==> src/rtl/dma_pkg.sv <==
// Shared constants, state types and helpers for the DMA configuration slave.
// Register offsets are decoded on the low 16 address bits only.
package dma_pkg;

   localparam logic [15:0] DMA_EN_OFS  = 16'h0100;
   localparam logic [15:0] DMA_SRC_OFS = 16'h0200;
   localparam logic [15:0] DMA_DST_OFS = 16'h0300;
   localparam logic [15:0] DMA_LEN_OFS = 16'h0400;

   localparam logic [1:0] RESP_OKAY   = 2'b00;
   localparam logic [1:0] RESP_SLVERR = 2'b10;

   typedef enum logic [1:0] {W_IDLE, W_DATA, W_RESP} wr_state_t;
   typedef enum logic       {R_IDLE, R_DATA}         rd_state_t;
   typedef enum logic [2:0] {SEL_EN, SEL_SRC, SEL_DST, SEL_LEN, SEL_NONE} reg_sel_t;

   function automatic reg_sel_t decode_ofs(input logic [15:0] ofs);
      reg_sel_t sel;
      case (ofs)
         DMA_EN_OFS:  sel = SEL_EN;
         DMA_SRC_OFS: sel = SEL_SRC;
         DMA_DST_OFS: sel = SEL_DST;
         DMA_LEN_OFS: sel = SEL_LEN;
         default:     sel = SEL_NONE;
      endcase
      return sel;
   endfunction

   // Byte-lane merge: lanes with a clear strobe keep their old contents.
   function automatic logic [31:0] apply_strb(input logic [31:0] old_v,
                                              input logic [31:0] new_v,
                                              input logic [3:0]  strb);
      logic [31:0] res;
      res = old_v;
      for (int b = 0; b < 4; b++) begin
         if (strb[b]) res[b*8 +: 8] = new_v[b*8 +: 8];
      end
      return res;
   endfunction

endpackage

==> src/rtl/dma_cfg_slave_if.sv <==
// CPU-side AXI4-Lite-style bus carrying the DMA configuration accesses.
// Every channel transfers on a clock edge where VALID and READY are both high; VALID, once raised, holds with its payload stable until that edge.
interface dma_cfg_slave_if #(parameter int ID_W = 8);

   logic [ID_W-1:0] AWID_S;
   logic [31:0]     AWADDR_S;
   logic            AWVALID_S;
   logic            AWREADY_S;
   logic [31:0]     WDATA_S;
   logic [3:0]      WSTRB_S;
   logic            WVALID_S;
   logic            WREADY_S;
   logic [ID_W-1:0] BID_S;
   logic [1:0]      BRESP_S;
   logic            BVALID_S;
   logic            BREADY_S;
   logic [ID_W-1:0] ARID_S;
   logic [31:0]     ARADDR_S;
   logic            ARVALID_S;
   logic            ARREADY_S;
   logic [ID_W-1:0] RID_S;
   logic [31:0]     RDATA_S;
   logic [1:0]      RRESP_S;
   logic            RLAST_S;
   logic            RVALID_S;
   logic            RREADY_S;

   modport slave (
      input  AWID_S, AWADDR_S, AWVALID_S, WDATA_S, WSTRB_S, WVALID_S, BREADY_S,
             ARID_S, ARADDR_S, ARVALID_S, RREADY_S,
      output AWREADY_S, WREADY_S, BID_S, BRESP_S, BVALID_S,
             ARREADY_S, RID_S, RDATA_S, RRESP_S, RLAST_S, RVALID_S
   );

   modport master (
      output AWID_S, AWADDR_S, AWVALID_S, WDATA_S, WSTRB_S, WVALID_S, BREADY_S,
             ARID_S, ARADDR_S, ARVALID_S, RREADY_S,
      input  AWREADY_S, WREADY_S, BID_S, BRESP_S, BVALID_S,
             ARREADY_S, RID_S, RDATA_S, RRESP_S, RLAST_S, RVALID_S
   );

endinterface

==> src/rtl/dma_cfg_slave.sv <==
// Configuration register slave for the DMA engine: EN/SRC/DST/LEN with independent
// single-outstanding write and read channels; EN self-clears on the engine's done pulse.
module dma_cfg_slave
   import dma_pkg::*;
#(
   parameter int ID_W   = 8,
   parameter int DATA_W = 32
) (
   input  logic                clk,
   input  logic                rst,
   dma_cfg_slave_if.slave      bus,
   input  logic                dma_done,
   output logic                DMAEN,
   output logic [31:0]         DMASRC,
   output logic [31:0]         DMADST,
   output logic [31:0]         DMALEN,
   output wr_state_t           wr_state_dbg,
   output rd_state_t           rd_state_dbg
);

   if (DATA_W != 32) begin : g_bad_width
      $error("dma_cfg_slave supports DATA_W = 32 only");
   end

   wr_state_t       wr_state, wr_next;
   rd_state_t       rd_state, rd_next;
   logic            aw_ready_q, ar_ready_q;
   logic            w_ready, b_valid, r_valid;
   logic            aw_hs, w_hs, ar_hs;
   logic [15:0]     aw_ofs_q;
   logic [ID_W-1:0] bid_q, rid_q;
   logic [1:0]      bresp_q, rresp_q;
   logic [31:0]     rdata_q, r_value;
   logic            en_q;
   logic [31:0]     src_q, dst_q, len_q;
   reg_sel_t        w_sel, r_sel;
   logic            unused_addr_bits;

   assign aw_hs = bus.AWVALID_S & aw_ready_q;
   assign w_hs  = bus.WVALID_S & w_ready;
   assign ar_hs = bus.ARVALID_S & ar_ready_q;
   assign w_sel = decode_ofs(aw_ofs_q);
   assign r_sel = decode_ofs(bus.ARADDR_S[15:0]);
   assign unused_addr_bits = ^{bus.AWADDR_S[31:16], bus.ARADDR_S[31:16]};

   always_comb begin
      wr_next = wr_state;
      w_ready = 1'b0;
      b_valid = 1'b0;
      case (wr_state)
         W_IDLE: if (aw_hs) wr_next = W_DATA;
         W_DATA: begin
            w_ready = 1'b1;
            if (bus.WVALID_S) wr_next = W_RESP;
         end
         W_RESP: begin
            b_valid = 1'b1;
            if (bus.BREADY_S) wr_next = W_IDLE;
         end
         default: wr_next = W_IDLE;
      endcase
   end

   always_comb begin
      rd_next = rd_state;
      r_valid = 1'b0;
      case (rd_state)
         R_IDLE: if (ar_hs) rd_next = R_DATA;
         R_DATA: begin
            r_valid = 1'b1;
            if (bus.RREADY_S) rd_next = R_IDLE;
         end
         default: rd_next = R_IDLE;
      endcase
   end

   // Address readies are registered from the next state, so they rise one cycle after reset or a completed response.
   always_ff @(posedge clk or negedge rst) begin
      if (!rst) begin
         wr_state   <= W_IDLE;
         rd_state   <= R_IDLE;
         aw_ready_q <= 1'b0;
         ar_ready_q <= 1'b0;
      end else begin
         wr_state   <= wr_next;
         rd_state   <= rd_next;
         aw_ready_q <= (wr_next == W_IDLE);
         ar_ready_q <= (rd_next == R_IDLE);
      end
   end

   always_comb begin
      r_value = '0;
      case (r_sel)
         SEL_EN:  r_value = {31'b0, en_q};
         SEL_SRC: r_value = src_q;
         SEL_DST: r_value = dst_q;
         SEL_LEN: r_value = len_q;
         default: r_value = '0;
      endcase
   end

   always_ff @(posedge clk or negedge rst) begin
      if (!rst) begin
         aw_ofs_q <= '0;
         bid_q    <= '0;
         bresp_q  <= RESP_OKAY;
         rid_q    <= '0;
         rdata_q  <= '0;
         rresp_q  <= RESP_OKAY;
      end else begin
         if (aw_hs) begin
            aw_ofs_q <= bus.AWADDR_S[15:0];
            bid_q    <= bus.AWID_S;
         end
         if (w_hs) bresp_q <= (w_sel == SEL_NONE) ? RESP_SLVERR : RESP_OKAY;
         if (ar_hs) begin
            rid_q   <= bus.ARID_S;
            rdata_q <= r_value;
            rresp_q <= (r_sel == SEL_NONE) ? RESP_SLVERR : RESP_OKAY;
         end
      end
   end

   // The done clear comes first so a same-edge EN write overrides it; the lock uses the pre-edge EN.
   always_ff @(posedge clk or negedge rst) begin
      if (!rst) begin
         en_q  <= 1'b0;
         src_q <= '0;
         dst_q <= '0;
         len_q <= '0;
      end else begin
         if (dma_done) en_q <= 1'b0;
         if (w_hs) begin
            case (w_sel)
               SEL_EN:  if (bus.WSTRB_S[0]) en_q <= bus.WDATA_S[0];
               SEL_SRC: if (!en_q) src_q <= apply_strb(src_q, bus.WDATA_S, bus.WSTRB_S);
               SEL_DST: if (!en_q) dst_q <= apply_strb(dst_q, bus.WDATA_S, bus.WSTRB_S);
               SEL_LEN: if (!en_q) len_q <= apply_strb(len_q, bus.WDATA_S, bus.WSTRB_S);
               default: ;
            endcase
         end
      end
   end

   assign bus.AWREADY_S = aw_ready_q;
   assign bus.WREADY_S  = w_ready;
   assign bus.BVALID_S  = b_valid;
   assign bus.BID_S     = bid_q;
   assign bus.BRESP_S   = bresp_q;
   assign bus.ARREADY_S = ar_ready_q;
   assign bus.RVALID_S  = r_valid;
   assign bus.RLAST_S   = r_valid;
   assign bus.RID_S     = rid_q;
   assign bus.RDATA_S   = rdata_q;
   assign bus.RRESP_S   = rresp_q;

   assign DMAEN  = en_q;
   assign DMASRC = src_q;
   assign DMADST = dst_q;
   assign DMALEN = len_q;
   assign wr_state_dbg = wr_state;
   assign rd_state_dbg = rd_state;

endmodule

==> src/flat_wrapper.sv <==
// flat-port wrapper written by rule: the top's interface ports become plain ports
module dma_cfg_slave_flat import dma_pkg::*;
#(
   parameter int ID_W   = 8,
   parameter int DATA_W = 32
)
  (clk, rst, dma_done, DMAEN, DMASRC, DMADST, DMALEN, wr_state_dbg, rd_state_dbg, bus_AWID_S, bus_AWADDR_S, bus_AWVALID_S, bus_WDATA_S, bus_WSTRB_S, bus_WVALID_S, bus_BREADY_S, bus_ARID_S, bus_ARADDR_S, bus_ARVALID_S, bus_RREADY_S, bus_AWREADY_S, bus_WREADY_S, bus_BID_S, bus_BRESP_S, bus_BVALID_S, bus_ARREADY_S, bus_RID_S, bus_RDATA_S, bus_RRESP_S, bus_RLAST_S, bus_RVALID_S);
  dma_cfg_slave_if #(.ID_W(ID_W)) bus_i ();
  input  logic clk;
  input  logic rst;
  input  logic dma_done;
  output logic DMAEN;
  output logic [31:0] DMASRC;
  output logic [31:0] DMADST;
  output logic [31:0] DMALEN;
  output wr_state_t wr_state_dbg;
  output rd_state_t rd_state_dbg;
  input wire logic [$bits(bus_i.AWID_S)-1:0] bus_AWID_S;
  input wire logic [$bits(bus_i.AWADDR_S)-1:0] bus_AWADDR_S;
  input wire logic [$bits(bus_i.AWVALID_S)-1:0] bus_AWVALID_S;
  input wire logic [$bits(bus_i.WDATA_S)-1:0] bus_WDATA_S;
  input wire logic [$bits(bus_i.WSTRB_S)-1:0] bus_WSTRB_S;
  input wire logic [$bits(bus_i.WVALID_S)-1:0] bus_WVALID_S;
  input wire logic [$bits(bus_i.BREADY_S)-1:0] bus_BREADY_S;
  input wire logic [$bits(bus_i.ARID_S)-1:0] bus_ARID_S;
  input wire logic [$bits(bus_i.ARADDR_S)-1:0] bus_ARADDR_S;
  input wire logic [$bits(bus_i.ARVALID_S)-1:0] bus_ARVALID_S;
  input wire logic [$bits(bus_i.RREADY_S)-1:0] bus_RREADY_S;
  output wire logic [$bits(bus_i.AWREADY_S)-1:0] bus_AWREADY_S;
  output wire logic [$bits(bus_i.WREADY_S)-1:0] bus_WREADY_S;
  output wire logic [$bits(bus_i.BID_S)-1:0] bus_BID_S;
  output wire logic [$bits(bus_i.BRESP_S)-1:0] bus_BRESP_S;
  output wire logic [$bits(bus_i.BVALID_S)-1:0] bus_BVALID_S;
  output wire logic [$bits(bus_i.ARREADY_S)-1:0] bus_ARREADY_S;
  output wire logic [$bits(bus_i.RID_S)-1:0] bus_RID_S;
  output wire logic [$bits(bus_i.RDATA_S)-1:0] bus_RDATA_S;
  output wire logic [$bits(bus_i.RRESP_S)-1:0] bus_RRESP_S;
  output wire logic [$bits(bus_i.RLAST_S)-1:0] bus_RLAST_S;
  output wire logic [$bits(bus_i.RVALID_S)-1:0] bus_RVALID_S;
  assign bus_i.AWID_S = bus_AWID_S;
  assign bus_i.AWADDR_S = bus_AWADDR_S;
  assign bus_i.AWVALID_S = bus_AWVALID_S;
  assign bus_i.WDATA_S = bus_WDATA_S;
  assign bus_i.WSTRB_S = bus_WSTRB_S;
  assign bus_i.WVALID_S = bus_WVALID_S;
  assign bus_i.BREADY_S = bus_BREADY_S;
  assign bus_i.ARID_S = bus_ARID_S;
  assign bus_i.ARADDR_S = bus_ARADDR_S;
  assign bus_i.ARVALID_S = bus_ARVALID_S;
  assign bus_i.RREADY_S = bus_RREADY_S;
  assign bus_AWREADY_S = bus_i.AWREADY_S;
  assign bus_WREADY_S = bus_i.WREADY_S;
  assign bus_BID_S = bus_i.BID_S;
  assign bus_BRESP_S = bus_i.BRESP_S;
  assign bus_BVALID_S = bus_i.BVALID_S;
  assign bus_ARREADY_S = bus_i.ARREADY_S;
  assign bus_RID_S = bus_i.RID_S;
  assign bus_RDATA_S = bus_i.RDATA_S;
  assign bus_RRESP_S = bus_i.RRESP_S;
  assign bus_RLAST_S = bus_i.RLAST_S;
  assign bus_RVALID_S = bus_i.RVALID_S;
  dma_cfg_slave #(.ID_W(ID_W), .DATA_W(DATA_W)) u_core (.clk(clk), .rst(rst), .bus(bus_i), .dma_done(dma_done), .DMAEN(DMAEN), .DMASRC(DMASRC), .DMADST(DMADST), .DMALEN(DMALEN), .wr_state_dbg(wr_state_dbg), .rd_state_dbg(rd_state_dbg));
endmodule
==> config.mk <==
export PLATFORM = sky130hd
export DESIGN_NAME = dma_cfg_slave_flat
export DESIGN_NICKNAME = d
export VERILOG_FILES = /design/src/rtl/dma_pkg.sv /design/src/rtl/dma_cfg_slave_if.sv /design/src/rtl/dma_cfg_slave.sv /design/src/flat_wrapper.sv
export SDC_FILE = /design/constraint.sdc
export NUM_CORES = 1
export LEC_CHECK = 0
export CAP_MARGIN = 20
export CORE_MARGIN = 3
export CORE_UTILIZATION = 40
export CTS_CLUSTER_DIAMETER = 80
export DETAILED_ROUTE_END_ITERATION = 7
export DONT_BUFFER_PORTS = 1
export PLACE_DENSITY = 0.65
export SLEW_MARGIN = 20
export SYNTH_ARGS = -nofsm -noshare
export SYNTH_HDL_FRONTEND = slang
export SYNTH_SLANG_ARGS = --single-unit
==> constraint.sdc <==
create_clock -name clk -period 3.7 [get_ports clk]
set_clock_uncertainty 0.1 [all_clocks]
set_input_delay 1.11 -clock clk [delete_from_list [all_inputs] [get_ports clk]]
set_output_delay 1.11 -clock clk [all_outputs]
set_load 0.02 [all_outputs]
== Yosys cells after proc, flatten, opt, wreduce, memory -nomap -nowiden ==
Index checks and enable logic that the tools add are counted.

* Register bits: 170

* Bitwise gates (word level): 6
* Mux-type cells: 19
* Equality and inequality tests: 18
* Reductions and logical operators: 16

{| class="wikitable"
|+ Operators with widths
! cell !! number
|-
| $pmux W32 S4 || 1
|-
| $eq A16 B10 Y1 const B || 4
|-
| $reduce_and A4 Y1 || 12
|-
| $eq A16 B11 Y1 const B || 2
|-
| $eq A16 B9 Y1 const B || 2
|-
| $pmux W3 S4 || 2
|-
| $eq A3 B2 Y1 const B || 4
|-
| $mux W2 || 5
|-
| $mux W1 || 9
|-
| $eq A3 B1 Y1 const B || 2
|-
| $eq A3 B3 Y1 const B || 2
|-
| $logic_not A3 Y1 || 2
|-
| $pmux W2 S3 || 1
|-
| $logic_not A2 Y1 || 2
|-
| $and A1 B1 Y1 || 3
|-
| $not A1 Y1 || 3
|-
| $eq A2 B1 Y1 const B || 1
|-
| $eq A2 B2 Y1 const B || 1
|-
| $pmux W1 S2 || 1
|}

== Depth between registers and ports, before layout ==
Gate-level depths: netlist of the first run.

* Depth in word-level cells: 5
* Gate-level depth with buffers: 6
* Gate-level depth less buffers: 4

== Least setup slack after synthesis of the first run ==
No wires, ideal clock.

* Path kind: input port to flip-flop
* Start: in bus_ARADDR_S[1]
* End: reg u_core.rdata_q[10], in the netlist u_core.bus.RDATA_S[10]
* Cell stages on the path: 5
* Arrival time: 2.338 ns
* Path slack: 1.197 ns
* Library setup time: 0.064 ns
* Path through: nor4_1 nand4_1 nor3_1 clkbuf_1 a21o_1

* Longest elaborated chain between the ends: 4
* Elaborated cells between the ends (all ways): 10
* Classes of those cells: 7 x eq/ne; 2 x mux; 1 x reduce/logical

{| class="wikitable"
|+ RTL lines
! item !! line !! text
|-
| from (decl) || flat_wrapper.sv:26 || <nowiki>input wire logic [$bits(bus_i.ARADDR_S)-1:0] bus_ARADDR_S;</nowiki>
|-
| $eq A16 B11 Y1 (tied with other cells) || dma_pkg.sv:19 || <nowiki>case (ofs)</nowiki>
|-
| $pmux W3 S4 * || dma_pkg.sv:19 ||
|-
| $eq A3 B2 Y1 (tied with other cells) || dma_cfg_slave.sv:94 || <nowiki>case (r_sel)</nowiki>
|-
| $pmux W32 S4 * || dma_cfg_slave.sv:94 ||
|-
| to (signal assigned) || dma_cfg_slave.sv:119 || <nowiki>rdata_q <= r_value;</nowiki>
|-
| to (decl) || dma_cfg_slave.sv:33 || <nowiki>logic [31:0] rdata_q, r_value;</nowiki>
|}

Mark *: on every way between the ends. The rest lies on a longest branch, timed or not.
A chain may end at the register's enable or synchronous reset.

== Worst setup path after layout of the first run ==
* Start: reg u_core.aw_ofs_q[13]
* End: reg u_core.len_q[31], in the netlist u_core.DMALEN[31]

* Longest elaborated chain between the ends: 4
* Elaborated cells between the ends (all ways): 7
* Classes of those cells: 5 x eq/ne; 1 x mux; 1 x reduce/logical

{| class="wikitable"
|+ RTL lines
! item !! line !! text
|-
| from (decl) || dma_cfg_slave.sv:30 || <nowiki>logic [15:0] aw_ofs_q;</nowiki>
|-
| from (signal assigned) || dma_cfg_slave.sv:113 || <nowiki>aw_ofs_q <= bus.AWADDR_S[15:0];</nowiki>
|-
| $eq A16 B11 Y1 (tied with other cells) || dma_pkg.sv:19 ||
|-
| $pmux W3 S4 * || dma_pkg.sv:19 ||
|-
| $eq A3 B2 Y1 * || dma_cfg_slave.sv:135 || <nowiki>case (w_sel)</nowiki>
|-
| $reduce_and A4 Y1 (no line) * || -- ||
|-
| to (signal assigned) || dma_cfg_slave.sv:139 || <nowiki>SEL_LEN: if (!en_q) len_q <= apply_strb(len_q, bus.WDATA_S, bus.WSTRB_S);</nowiki>
|-
| to (decl) || dma_cfg_slave.sv:35 || <nowiki>logic [31:0] src_q, dst_q, len_q;</nowiki>
|}

Marked as above.

==> impl_summary.txt, run 1 <==
----------------------------------------------------
[Place]
  RD Place Congestion ... 0.8190
  Post-Place Cells ... 735
  Buffers on Ports ... 0
  Placed wire-length estimate ... 13270 um

[Setup path]
  Required time of the worst setup path ... 3.90 ns
  Arrival @ worst endpoint ... 2.96 ns
  Bufs and invs on worst path ... 0
  Worst Setup End Kind ... flop
  Critical path class ... flop to flop
  Reg2reg setup slack ... 0.94 ns
  Delay contributed by the slowest stage of the critical path ... 0.86 ns
  Crit path launch type ... flop
  Largest delay contributor family on the critical path ... simple AND/OR/NAND/NOR gates
  Slowest cell on the critical path ... sky130_fd_sc_hd__or4b_1
  Critical path cell sequence ... or4_4, or4b_1, nor2_8, mux2_2
  Maximum fanout along the worst path ... 8

[Global route]
  Global route total overflow ... 0
  Overall routing resource usage ... 20.04%
  Number of antenna violations at the first check in global routing ... 0
  Vias in the first global route ... 4982
  Largest net degree at the start of global routing ... 169
  Wire length of the first global-routing pass ... 30130 um

[Synth]
  Yosys warning count ... 0
  Post-synthesis area per instance ... 13.59 um^2
  Count of different cell masters after synthesis ... 41
  Portion of the post-synthesis area used by sequential elements ... 58.35%
  Cell area after synthesis ... 7204 um^2
  Dominant register cell in the synthesized netlist ... sky130_fd_sc_hd__dfrtp_1
  Gate count of the mapped netlist ... 530
  Share of async-settable or async-resettable flops after synthesis ... 100.0%
  Register bit count reported by yosys ... 168
  Number of enable flip-flop cells after synthesis ... 0

[Floorplanning]
  Vert. Die Dim ... 140.2 um
  Number of placed I/O pins ... 282
  Area of the core region ... 17480 um^2
  Std-Cell Rows ... 48
  Area of the die ... 19660 um^2
  Effective utilization at floorplan ... 41.22%
  Horizontal die dimension ... 140.2 um

[Clock tree]
  Post-CTS Resized ... 0
  Clock Pin Slew Worst Setup and Hold Paths ... 0.06 ns
  Number of levels the H-tree was split into ... 4
  CTS sink count ... 168
  Clock Tree Root ... sky130_fd_sc_hd__clkbuf_16
  Max clock buf depth ... 2
  Worst-Skew Late Latency ... 0.42 ns
  Clock tree from TritonCTS ... yes
  Buffer count from post-CTS setup fixing ... 0
  Number of buffers added by the clock tree synthesis step ... 17
  Cts-stage hold buffer count ... 0

[STA]
  Setup repair after global routing missed its margin ... false
  Worst slew pin tran ... 1.010 ns
  Share of the clock period used by the worst path ... 74.47%
  Number of failing setup endpoints in the final timing report ... 0
  Setup Total Neg Slack ... 0 ns
  Final critical delay including setup and external delays ... 2.755 ns
  Hold Slack ... 0.2869 ns
  Hold violation total from the final report ... 0
  Pins over their slew limit ... 0
  Maximum clock rate ... 362.9 MHz
  Normalized max-slew margin ... 32.54%

[Flow run]
  Max-cap violations ... 0

[Final layout]
  Proportion of layout cells with a drive suffix above 1 ... 31.73%
  Number of inserted diodes ... 0
  Synthesis-to-finish area growth ... 11.22%
  Layout net count ... 653
  Final cell count without fillers ... 764

[Power and ir drop]
  LEAKAGE ... 3.979 nW
  Max rail drop VDD ... 0.4363 mV
  Ratio of total power to cell area ... 543.2 nW/um^2

[Routing]
  Number of DRC markers in iteration 0 ... 188
  Count of unresolved DRC violations after routing ... 0
  Final wirelength ... 19460 um
  Routed len/inst ... 25.47 um
  Antenna Violating Nets Remaining ... 0
  Number of vias after detailed routing ... 4572
  Drt first pass iters ... 4
  Vias/cell ... 5.984

[Status]
  Run status ... complete, no violations

[Hold path]
  Tightest Hold Check Type ... input port to async pin

----------------------------------------------------
-- where the power goes --
group | switching (mW) | internal [mW]
Clock | 0.702 | 0.955
Combinational | 0.196 | 0.211
Sequential | 0.271 | 2.02
Total | 1.17 | 3.18
-- metrics by stage --
stage / area, um^2 / total power, mW / utilization, % / setup WS, ns
6_report: 8013 / 4.352 / 45.85 / 0.9446
2_1_floorplan: 7208 / 2.622 / - / 1.197
4_1_cts: 8013 / 4.402 / 45.85 / 0.9173
3_3_place_gp: 7447 / 2.706 / 42.61 / 0.7575
3_5_place_dp: 7475 / 2.733 / 42.77 / 0.9104
5_1_grt: 8013 / 4.547 / 45.85 / 0.8758
-- registers in the layout, summed over array words and instances (netlist names), 2 cells and up --
signal               flops
u_core.DMALEN           32
u_core.bus.RID_S         8
u_core.wr_state_dbg      2
u_core.bus.BID_S         8
u_core.bus.RDATA_S      32
u_core.DMADST           32
u_core.DMASRC           32
u_core.aw_ofs_q         16
-- path summary, 6_finish.rpt --
path	cells past startpoint	start	endpoint
setup / recovery	4	u_core.aw_ofs_q[13]$_DFFE_PN0P_	u_core.DMALEN[31]$_DFFE_PN0P_
hold / removal	0	rst	u_core.DMALEN[15]$_DFFE_PN0P_
setup reg to reg	4	u_core.aw_ofs_q[13]$_DFFE_PN0P_	u_core.DMALEN[31]$_DFFE_PN0P_
hold reg to reg	1	u_core.aw_ofs_q[6]$_DFFE_PN0P_	u_core.aw_ofs_q[6]$_DFFE_PN0P_
max in group asynchronous	0	rst	u_core.bus.RID_S[4]$_DFFE_PN0P_
min in group clk	1	u_core.aw_ofs_q[6]$_DFFE_PN0P_	u_core.aw_ofs_q[6]$_DFFE_PN0P_
-- logic make-up (layout without fill, tap and decap cells) --
group	Yosys count	after routing	share of synthesized area, %
mux	131	131	20.88
compound gates	105	105	10.96
xor+xnor	2	2	0.2432
other cells	1	2	0.05205
flops	168	168	58.35
simple gates	90	90	7.485
buf+inv	33	41	2.032
-- cells in the mapped netlist (all sizes together), types with 4 or more instances --
cell type | count | area (um^2)
mux2 | 130 | 1494
clkbuf | 23 | 86.33
nor2 | 10 | 102.6
and4 | 4 | 35.03
nand2 | 45 | 168.9
a21o | 32 | 240.2
nor2b | 6 | 37.54
o31ai | 31 | 232.7
dfrtp | 168 | 4204
nor4 | 5 | 50.05
buf | 5 | 41.29
inv | 5 | 18.77
a22oi | 31 | 232.7
nand4 | 6 | 37.54
-- routing by layer --
| layer | vias up | GRT usage, % | share of wire (%) |
|---|---|---|---|
| met5 | - | 0 | 0 |
| met4 | 0 | 6.425 | 1.7 |
| met3 | 25 | 8.365 | 9.7 |
| met2 | 225 | 32.71 | 50 |
| met1 | 2370 | 24.19 | 38 |
| li1 | 1952 | - | - |
-- cells in the final DEF (no fill, tap or decap), types with 5 or more instances in the layout --
cell type                   count
sky130_fd_sc_hd__mux2_1         5
sky130_fd_sc_hd__nor2_1         6
sky130_fd_sc_hd__nand2_1       44
sky130_fd_sc_hd__nand4_1        6
sky130_fd_sc_hd__a21o_1        32
sky130_fd_sc_hd__inv_1          5
sky130_fd_sc_hd__buf_4          6
sky130_fd_sc_hd__a22oi_1       31
sky130_fd_sc_hd__mux2_2       117
sky130_fd_sc_hd__clkbuf_16     17
sky130_fd_sc_hd__mux2_4         8
sky130_fd_sc_hd__dfrtp_1      168
sky130_fd_sc_hd__o31ai_1       31
-- area by class of cell --
class	instances	area, um^2
clock buffer	23	467.9
inverter	5	18.77
fill	1573	9464
timing repair buffer	7	72.57
clock inverter	6	70.07
multi-input combinational	330	2898
sequential	168	4204
tap	225	281.5
-- worst register-to-register path, stage by stage, from the launching register on --
cell,delay (ns)
sky130_fd_sc_hd__dfrtp_1,0.38
sky130_fd_sc_hd__or4_4,0.58
sky130_fd_sc_hd__or4b_1,0.86
sky130_fd_sc_hd__nor2_8,0.34
sky130_fd_sc_hd__mux2_2,0.38
Note: power is estimated with default switching activity, not from simulation.
==> run 2, diff against run 1 <==
--- a/config.mk
+++ b/config.mk
@@ -11,7 +11,7 @@
 export CTS_CLUSTER_DIAMETER = 80
 export DETAILED_ROUTE_END_ITERATION = 7
 export DONT_BUFFER_PORTS = 1
-export PLACE_DENSITY = 0.65
+export PLACE_DENSITY = 0.67
 export SLEW_MARGIN = 20
 export SYNTH_ARGS = -nofsm -noshare
 export SYNTH_HDL_FRONTEND = slang
==> constraint.sdc (replaced) <==
create_clock -name clk -period 2.25 [get_ports clk]
set_clock_uncertainty 0.1 [all_clocks]
set_input_delay 0.675 -clock clk [delete_from_list [all_inputs] [get_ports clk]]
set_output_delay 0.675 -clock clk [all_outputs]
set_load 0.02 [all_outputs]
==> impl_summary.txt, run 2 (synthesized netlist as in run 1, its figures left out) <==
----------------------------------------------------
[Power and ir drop]
  Combinational share of power ... 11.1% (+1.8 points)
  Switching Power ... 2.053 mW (+76%)
  LEAKAGE ... 4.287 nW (+7.7%)
  Internal ... 5.613 mW (+76%)
  Ratio of total power to cell area ... 899.4 nW/um^2 (+66%)
  Max rail drop VDD ... 0.6518 mV (+49%)
  Share of total power consumed by net switching ... 26.78% (-0.064 points)
  Reg power frac ... 48.5% (-4.1 points)
  Power share of the clock group ... 40.4% (+2.3 points)

[Routing]
  Antenna Violating Nets Remaining ... 0 (unchanged)
  Number of vias after detailed routing ... 4658 (+1.9%)
  Number of DRC markers in iteration 0 ... 172 (-8.5%)
  Routed len/inst ... 24.11 um (-5.3%)
  Met1 wire length ... 7136 um (-4.3%)
  Final wirelength ... 19140 um (-1.6%)
  Met2 routed WL ... 9612 um (-1.7%)
  Count of unresolved DRC violations after routing ... 0 (unchanged)
  Highest routing layer actually used ... met4
  Vias/cell ... 5.866 (-2.0%)
  Drt first pass iters ... 4 (unchanged)
  Metal3 WL ... 2032 um (+7.5%)

[Clock tree]
  Number of buffers added by the clock tree synthesis step ... 17 (unchanged)
  Clock Tree Root ... sky130_fd_sc_hd__clkbuf_16
  Clock tree from TritonCTS ... yes
  CTS sink count ... 168 (unchanged)
  Max clock buf depth ... 2 (unchanged)
  Number of levels the H-tree was split into ... 4 (unchanged)
  Worst-Skew Late Latency ... 0.42 ns (about the same)
  Clock Pin Slew Worst Setup and Hold Paths ... 0.07 ns (about the same)

[Place]
  Buffers on Ports ... 0 (unchanged)
  RD Place Congestion ... 0.8166 (-0.29%)
  Pre-CTS WS ... -0.2404 ns (-1.151 ns)
  Placed wire-length estimate ... 13160 um (-0.80%)

[Floorplanning]
  Area of the die ... 19660 um^2 (unchanged)
  Area of the core region ... 17480 um^2 (unchanged)
  Std-Cell Rows ... 48 (unchanged)
  Effective utilization at floorplan ... 41.22% (unchanged)
  Number of placed I/O pins ... 282 (unchanged)
  Vert. Die Dim ... 140.2 um (unchanged)
  Horizontal die dimension ... 140.2 um (unchanged)

[Final layout]
  Synthesis-to-finish area growth ... 18.30%
  Number of inserted diodes ... 0 (unchanged)
  Most common cell after layout, fill and taps aside ... sky130_fd_sc_hd__dfrtp_1
  Leading cell types in the layout, fill and taps excluded ... sky130_fd_sc_hd__dfrtp_1 (168), sky130_fd_sc_hd__mux2_2 (105), sky130_fd_sc_hd__nand2_1 (36)
  Layout net count ... 680 (+4.1%)
  Proportion of layout cells with a drive suffix above 1 ... 37.79% (+6.1 points)

[Setup path]
  Reg2Reg Depth ... 5 (+1)
  Worst Setup End Kind ... flop
  Maximum fanout along the worst path ... 8 (unchanged)
  Reg2reg setup slack ... -0.19 ns (-1.13 ns)
  Arrival @ worst endpoint ... 2.64 ns (-0.32 ns)
  Required time of the worst setup path ... 2.45 ns (-1.45 ns)
  Worst reg2reg path endpoint ... u_core.DMALEN[11]$_DFFE_PN0P_
  Worst r2r src ... u_core.aw_ofs_q[13]$_DFFE_PN0P_
  Crit path launch type ... flop
  Critical path class ... flop to flop

[Global route]
  Vias in the first global route ... 5287 (+6.1%)
  Global route total overflow ... 0 (unchanged)
  Wire length of the first global-routing pass ... 29830 um (-1.0%)
  Number of antenna violations at the first check in global routing ... 0 (unchanged)
  Largest net degree at the start of global routing ... 169 (unchanged)
  Overall routing resource usage ... 19.44% (-0.60 points)

[STA]
  Share of the clock period used by the worst path ... 108.4% (+34 points)
  Maximum clock rate ... 410.0 MHz (+13%)
  Hold Slack ... -0.1544 ns (-0.4414 ns)
  Pins over their slew limit ... 0 (unchanged)
  Setup slack of the critical path after layout ... -0.1888 ns (-1.133 ns)
  Final critical delay including setup and external delays ... 2.439 ns (-0.3166 ns)
  Hold violation total from the final report ... 168 (+168)
  Worst slew pin tran ... 0.5880 ns (-0.4216 ns)
  Setup repair after global routing missed its margin ... true
  Normalized max-slew margin ... 60.80% (+28 points)
  Number of failing setup endpoints in the final timing report ... 88 (+88)

[Status]
  Violations in the final reports ... negative hold slack, negative setup slack
  Run status ... finished, violations left

[Flow run]
  Max-cap violations ... 0 (unchanged)

[Hold path]
  Tightest Hold Check Type ... input port to async pin

----------------------------------------------------
[run 2: changes by cell type in the layout (fill, tap and decap cells not counted), moves of 3 or more]
cell / previous run / this run
sky130_fd_sc_hd__buf_12: 0 / 7
sky130_fd_sc_hd__buf_4: 6 / 23
sky130_fd_sc_hd__buf_6: 0 / 4
sky130_fd_sc_hd__bufinv_16: 1 / 4
sky130_fd_sc_hd__clkbuf_1: 4 / 1
sky130_fd_sc_hd__clkinv_2: 0 / 3
sky130_fd_sc_hd__inv_6: 1 / 4
sky130_fd_sc_hd__mux2_2: 117 / 105
sky130_fd_sc_hd__mux2_4: 8 / 21
sky130_fd_sc_hd__nand2_1: 44 / 36
sky130_fd_sc_hd__nand2_4: 0 / 4
[run 2: cell type report]
class,count,area [um^2]
Sequential cell,168,4204
Multi-Input combinational cell,330,3038
Tap cell,225,281.5
Fill cell,1531,8954
Clock inverter,14,193.9
Timing Repair Buffer,34,357.8
Inverter,5,18.77
Clock buffer,18,429.2
[run 2: power by group through the flow]
| stage | Sequential (mW) | Combinational, mW | Clock (mW) |
|---|---|---|---|
| floorplan | 3.74 | 0.577 | 0 |
| global placement | 3.76 | 0.767 | 0 |
| detailed placement | 3.77 | 0.810 | 0 |
| CTS | 3.72 | 0.820 | 3.16 |
| global route | 3.75 | 0.930 | 3.31 |
| finish | 3.72 | 0.852 | 3.10 |
[run 2: routing by layer]
metal / up-vias / GRT usage (%)
met5: - / 0
met4: 0 / 6.629
met3: 30 / 9.833
met2: 207 / 32.16
met1: 2413 / 21.79
li1: 2008 / -
[run 2: worst max-delay path, stage by stage (launching register included)]
cell and delay [ns]:
sky130_fd_sc_hd__dfrtp_1 0.38, sky130_fd_sc_hd__or4_4 0.54, sky130_fd_sc_hd__or4b_4 0.55, sky130_fd_sc_hd__buf_6 0.16
sky130_fd_sc_hd__nor2_8 0.24, sky130_fd_sc_hd__mux2_4 0.34
[run 2: per-stage QoR]
stage / power (mW) / setup TNS (ns) / cell area [um^2] / instances / util [%]
after floorplan: 4.312 / -2.157 / 7231 / 531 / -
after global placement: 4.525 / -5.768 / 7780 / 762 / 44.52
after detailed placement: 4.580 / -6.524 / 7780 / 762 / 44.52
after CTS: 7.694 / -5.960 / 8438 / 794 / 48.28
after global routing: 7.988 / -16.62 / 8523 / 794 / 48.77
final: 7.666 / -9.505 / 8523 / 794 / 48.77
[run 2: how the worst max path moves through the flow]
stage | startpoint | cells after the start | slack, ns | endpoint
after global placement | u_core.aw_ofs_q[13]$_DFFE_PN0P_ | 5 | -0.21 | u_core.DMALEN[14]$_DFFE_PN0P_
final | u_core.aw_ofs_q[13]$_DFFE_PN0P_ | 5 | -0.19 | u_core.DMALEN[11]$_DFFE_PN0P_
after detailed placement | u_core.aw_ofs_q[13]$_DFFE_PN0P_ | 5 | -0.24 | u_core.DMALEN[14]$_DFFE_PN0P_
after global routing | u_core.aw_ofs_q[13]$_DFFE_PN0P_ | 5 | -0.24 | u_core.DMALEN[11]$_DFFE_PN0P_
after CTS | u_core.aw_ofs_q[13]$_DFFE_PN0P_ | 5 | -0.23 | u_core.DMALEN[11]$_DFFE_PN0P_
after floorplan | u_core.aw_ofs_q[13]$_DFFE_PN0P_ | 5 | -0.07 | u_core.DMALEN[10]$_DFFE_PN0P_
[run 2: repair_timing]
item / in CTS / in global routing
endpoints found under the hold margin: 168 / 168
setup endpoints to repair: 40 / 97
setup buffers: 0 / 2
resized for setup: 10 / 21
cloned: 0 / 0
pin swaps: 2 / 2
==> run 3, diff against run 2 <==
--- a/config.mk
+++ b/config.mk
@@ -11,8 +11,8 @@
 export CTS_CLUSTER_DIAMETER = 80
 export DETAILED_ROUTE_END_ITERATION = 7
 export DONT_BUFFER_PORTS = 1
-export PLACE_DENSITY = 0.67
 export SLEW_MARGIN = 20
 export SYNTH_ARGS = -nofsm -noshare
 export SYNTH_HDL_FRONTEND = slang
 export SYNTH_SLANG_ARGS = --single-unit
+export TNS_END_PERCENT = 50
==> impl_summary.txt, run 3 (synthesized netlist as in run 1, its figures left out) <==
----------------------------------------------------
[STA]
  Pins over their slew limit ... 0 (unchanged)
  Maximum clock rate ... 412.8 MHz (+0.69%)
  Number of failing setup endpoints in the final timing report ... 32 (-64%)
  Hold violation total from the final report ... 168 (unchanged)
  Setup repair after global routing missed its margin ... true
  Worst slew pin tran ... 0.6430 ns (+0.05503 ns)
  Normalized max-slew margin ... 57.13% (-3.7 points)
  Final critical delay including setup and external delays ... 2.422 ns (-0.01660 ns)
  Hold Slack ... -0.1460 ns (+0.008490 ns)
  Setup slack of the critical path after layout ... -0.1722 ns (+0.01660 ns)
  Share of the clock period used by the worst path ... 107.7% (-0.74 points)

[Final layout]
  Leading cell types in the layout, fill and taps excluded ... sky130_fd_sc_hd__dfrtp_1 (168), sky130_fd_sc_hd__mux2_2 (98), sky130_fd_sc_hd__nand2_1 (41)
  Proportion of layout cells with a drive suffix above 1 ... 36.84% (-0.94 points)
  Synthesis-to-finish area growth ... 17.96%
  Most common cell after layout, fill and taps aside ... sky130_fd_sc_hd__dfrtp_1
  Final Cell Area ... 8498 um^2 (-0.29%)
  Number of inserted diodes ... 0 (unchanged)
  Layout net count ... 681 (+0.15%)

[Global route]
  Largest net degree at the start of global routing ... 169 (unchanged)
  Wire length of the first global-routing pass ... 30410 um (+1.9%)
  Number of antenna violations at the first check in global routing ... 0 (unchanged)
  Global route total overflow ... 0 (unchanged)
  Overall routing resource usage ... 20.09% (+0.65 points)
  Vias in the first global route ... 5052 (-4.4%)

[Routing]
  Met2 routed WL ... 9946 um (+3.5%)
  Final wirelength ... 19830 um (+3.6%)
  Drt first pass iters ... 4 (unchanged)
  Highest routing layer actually used ... met4
  Met1 wire length ... 7188 um (+0.73%)
  Count of unresolved DRC violations after routing ... 0 (unchanged)
  Antenna Violating Nets Remaining ... 0 (unchanged)
  Vias/cell ... 5.869 (about the same)
  Metal3 WL ... 2408 um (+19%)
  Number of DRC markers in iteration 0 ... 168 (-2.3%)
  Number of vias after detailed routing ... 4666 (+0.17%)
  Routed len/inst ... 24.94 um (+3.4%)

[Floorplanning]
  Std-Cell Rows ... 48 (unchanged)
  Horizontal die dimension ... 140.2 um (unchanged)
  Area of the core region ... 17480 um^2 (unchanged)
  Vert. Die Dim ... 140.2 um (unchanged)
  Area of the die ... 19660 um^2 (unchanged)
  Effective utilization at floorplan ... 41.22% (unchanged)
  Number of placed I/O pins ... 282 (unchanged)

[Place]
  Post-DP Area ... 7756 um^2 (-0.31%)
  RD Place Congestion ... 0.8084 (-1.0%)
  Pre-CTS WS ... -0.2077 ns (+0.03269 ns)
  Buffers on Ports ... 0 (unchanged)
  Placed wire-length estimate ... 14120 um (+7.3%)

[Clock tree]
  Number of buffers added by the clock tree synthesis step ... 17 (unchanged)
  Clock tree from TritonCTS ... yes
  Clock Pin Slew Worst Setup and Hold Paths ... 0.06 ns (about the same)
  Number of levels the H-tree was split into ... 4 (unchanged)
  Worst-Skew Late Latency ... 0.42 ns (about the same)
  Clock Tree Root ... sky130_fd_sc_hd__clkbuf_16
  Max clock buf depth ... 2 (unchanged)
  CTS sink count ... 168 (unchanged)

[Setup path]
  Critical Path Source ... u_core.aw_ofs_q[13]$_DFFE_PN0P_
  Arrival @ worst endpoint ... 2.62 ns (-0.02 ns)
  Worst r2r src ... u_core.aw_ofs_q[13]$_DFFE_PN0P_
  Worst Setup End Kind ... flop
  Required time of the worst setup path ... 2.45 ns (about the same)
  Maximum fanout along the worst path ... 8 (unchanged)
  Critical path class ... flop to flop
  Crit path launch type ... flop

[Power and ir drop]
  Overall power consumption ... 7.688 mW (+0.28%)
  LEAKAGE ... 4.235 nW (-1.2%)
  Ratio of total power to cell area ... 904.6 nW/um^2 (+0.58%)
  Max rail drop VDD ... 0.5141 mV (-21%)

[Flow run]
  Max-cap violations ... 0 (unchanged)

[Status]
  Violations in the final reports ... negative hold slack, negative setup slack
  Run status ... finished, violations left

[Hold path]
  Tightest Hold Check Type ... input port to async pin

----------------------------------------------------
## run 3: changes by cell type in the layout (fill, tap and decap cells not counted), sizes merged
cell | before | now
buf | 34 | 35
## run 3: worst max-delay path, stage by stage, from the launching register on
cell and delay [ns]:
sky130_fd_sc_hd__dfrtp_1 0.37, sky130_fd_sc_hd__or4_4 0.54, sky130_fd_sc_hd__or4b_4 0.54, sky130_fd_sc_hd__buf_12 0.17, sky130_fd_sc_hd__nor2_8 0.23, sky130_fd_sc_hd__mux2_4 0.33
## run 3: layout make-up
| cell class | instances | area (um^2) |
|---|---|---|
| clock buffer | 18 | 439.2 |
| clock inverter | 14 | 193.9 |
| fill | 1523 | 8979 |
| inverter | 5 | 18.77 |
| multi-input combinational | 330 | 2998 |
| sequential | 168 | 4204 |
| tap | 225 | 281.5 |
| timing repair buffer | 35 | 362.8 |
## run 3: layer usage
layer  GRT usage, %  vias up
met2          33.49      243
met1          22.62     2395
met5              0        -
li1               -     2005
met4          5.966        0
met3          10.24       23
## run 3: final timing paths
| check | endpoint | slack [ns] | depth (start not counted) |
|---|---|---|---|
| min in group clk | u_core.DMADST[9]$_DFFE_PN0P_ | 0.28 | 1 |
| min | u_core.bus.RID_S[0]$_DFFE_PN0P_ | -0.15 | 0 |
| min reg2reg | u_core.aw_ofs_q[7]$_DFFE_PN0P_ | 0.40 | 1 |
| max reg2reg | u_core.DMALEN[31]$_DFFE_PN0P_ | -0.17 | 5 |
| max in group asynchronous | u_core.aw_ofs_q[8]$_DFFE_PN0P_ | 1.96 | 0 |
| max | u_core.DMALEN[31]$_DFFE_PN0P_ | -0.17 | 5 |
## run 3: what timing repair did
item,4_1_cts,5_1_grt
gates cloned,0,0
resized for setup,13,12
pin swaps,2,3
hold endpoints to repair,168,168
buffers inserted,1,0
endpoints found under the setup margin,44,96
## run 3: metrics by stage
stage | util (%) | std cells | setup TNS, ns
5_1_grt | 48.63 | 795 | -8.382
4_1_cts | 48.32 | 795 | -5.353
3_3_place_gp | 44.38 | 762 | -5.536
2_1_floorplan | - | 531 | -2.115
3_5_place_dp | 44.38 | 762 | -6.010
6_report | 48.63 | 795 | -4.718
## run 3: power by group
part	switching (mW)	internal, mW
clock network	1.23	1.90
logic	0.407	0.424
registers	0.404	3.32
total	2.05	5.64
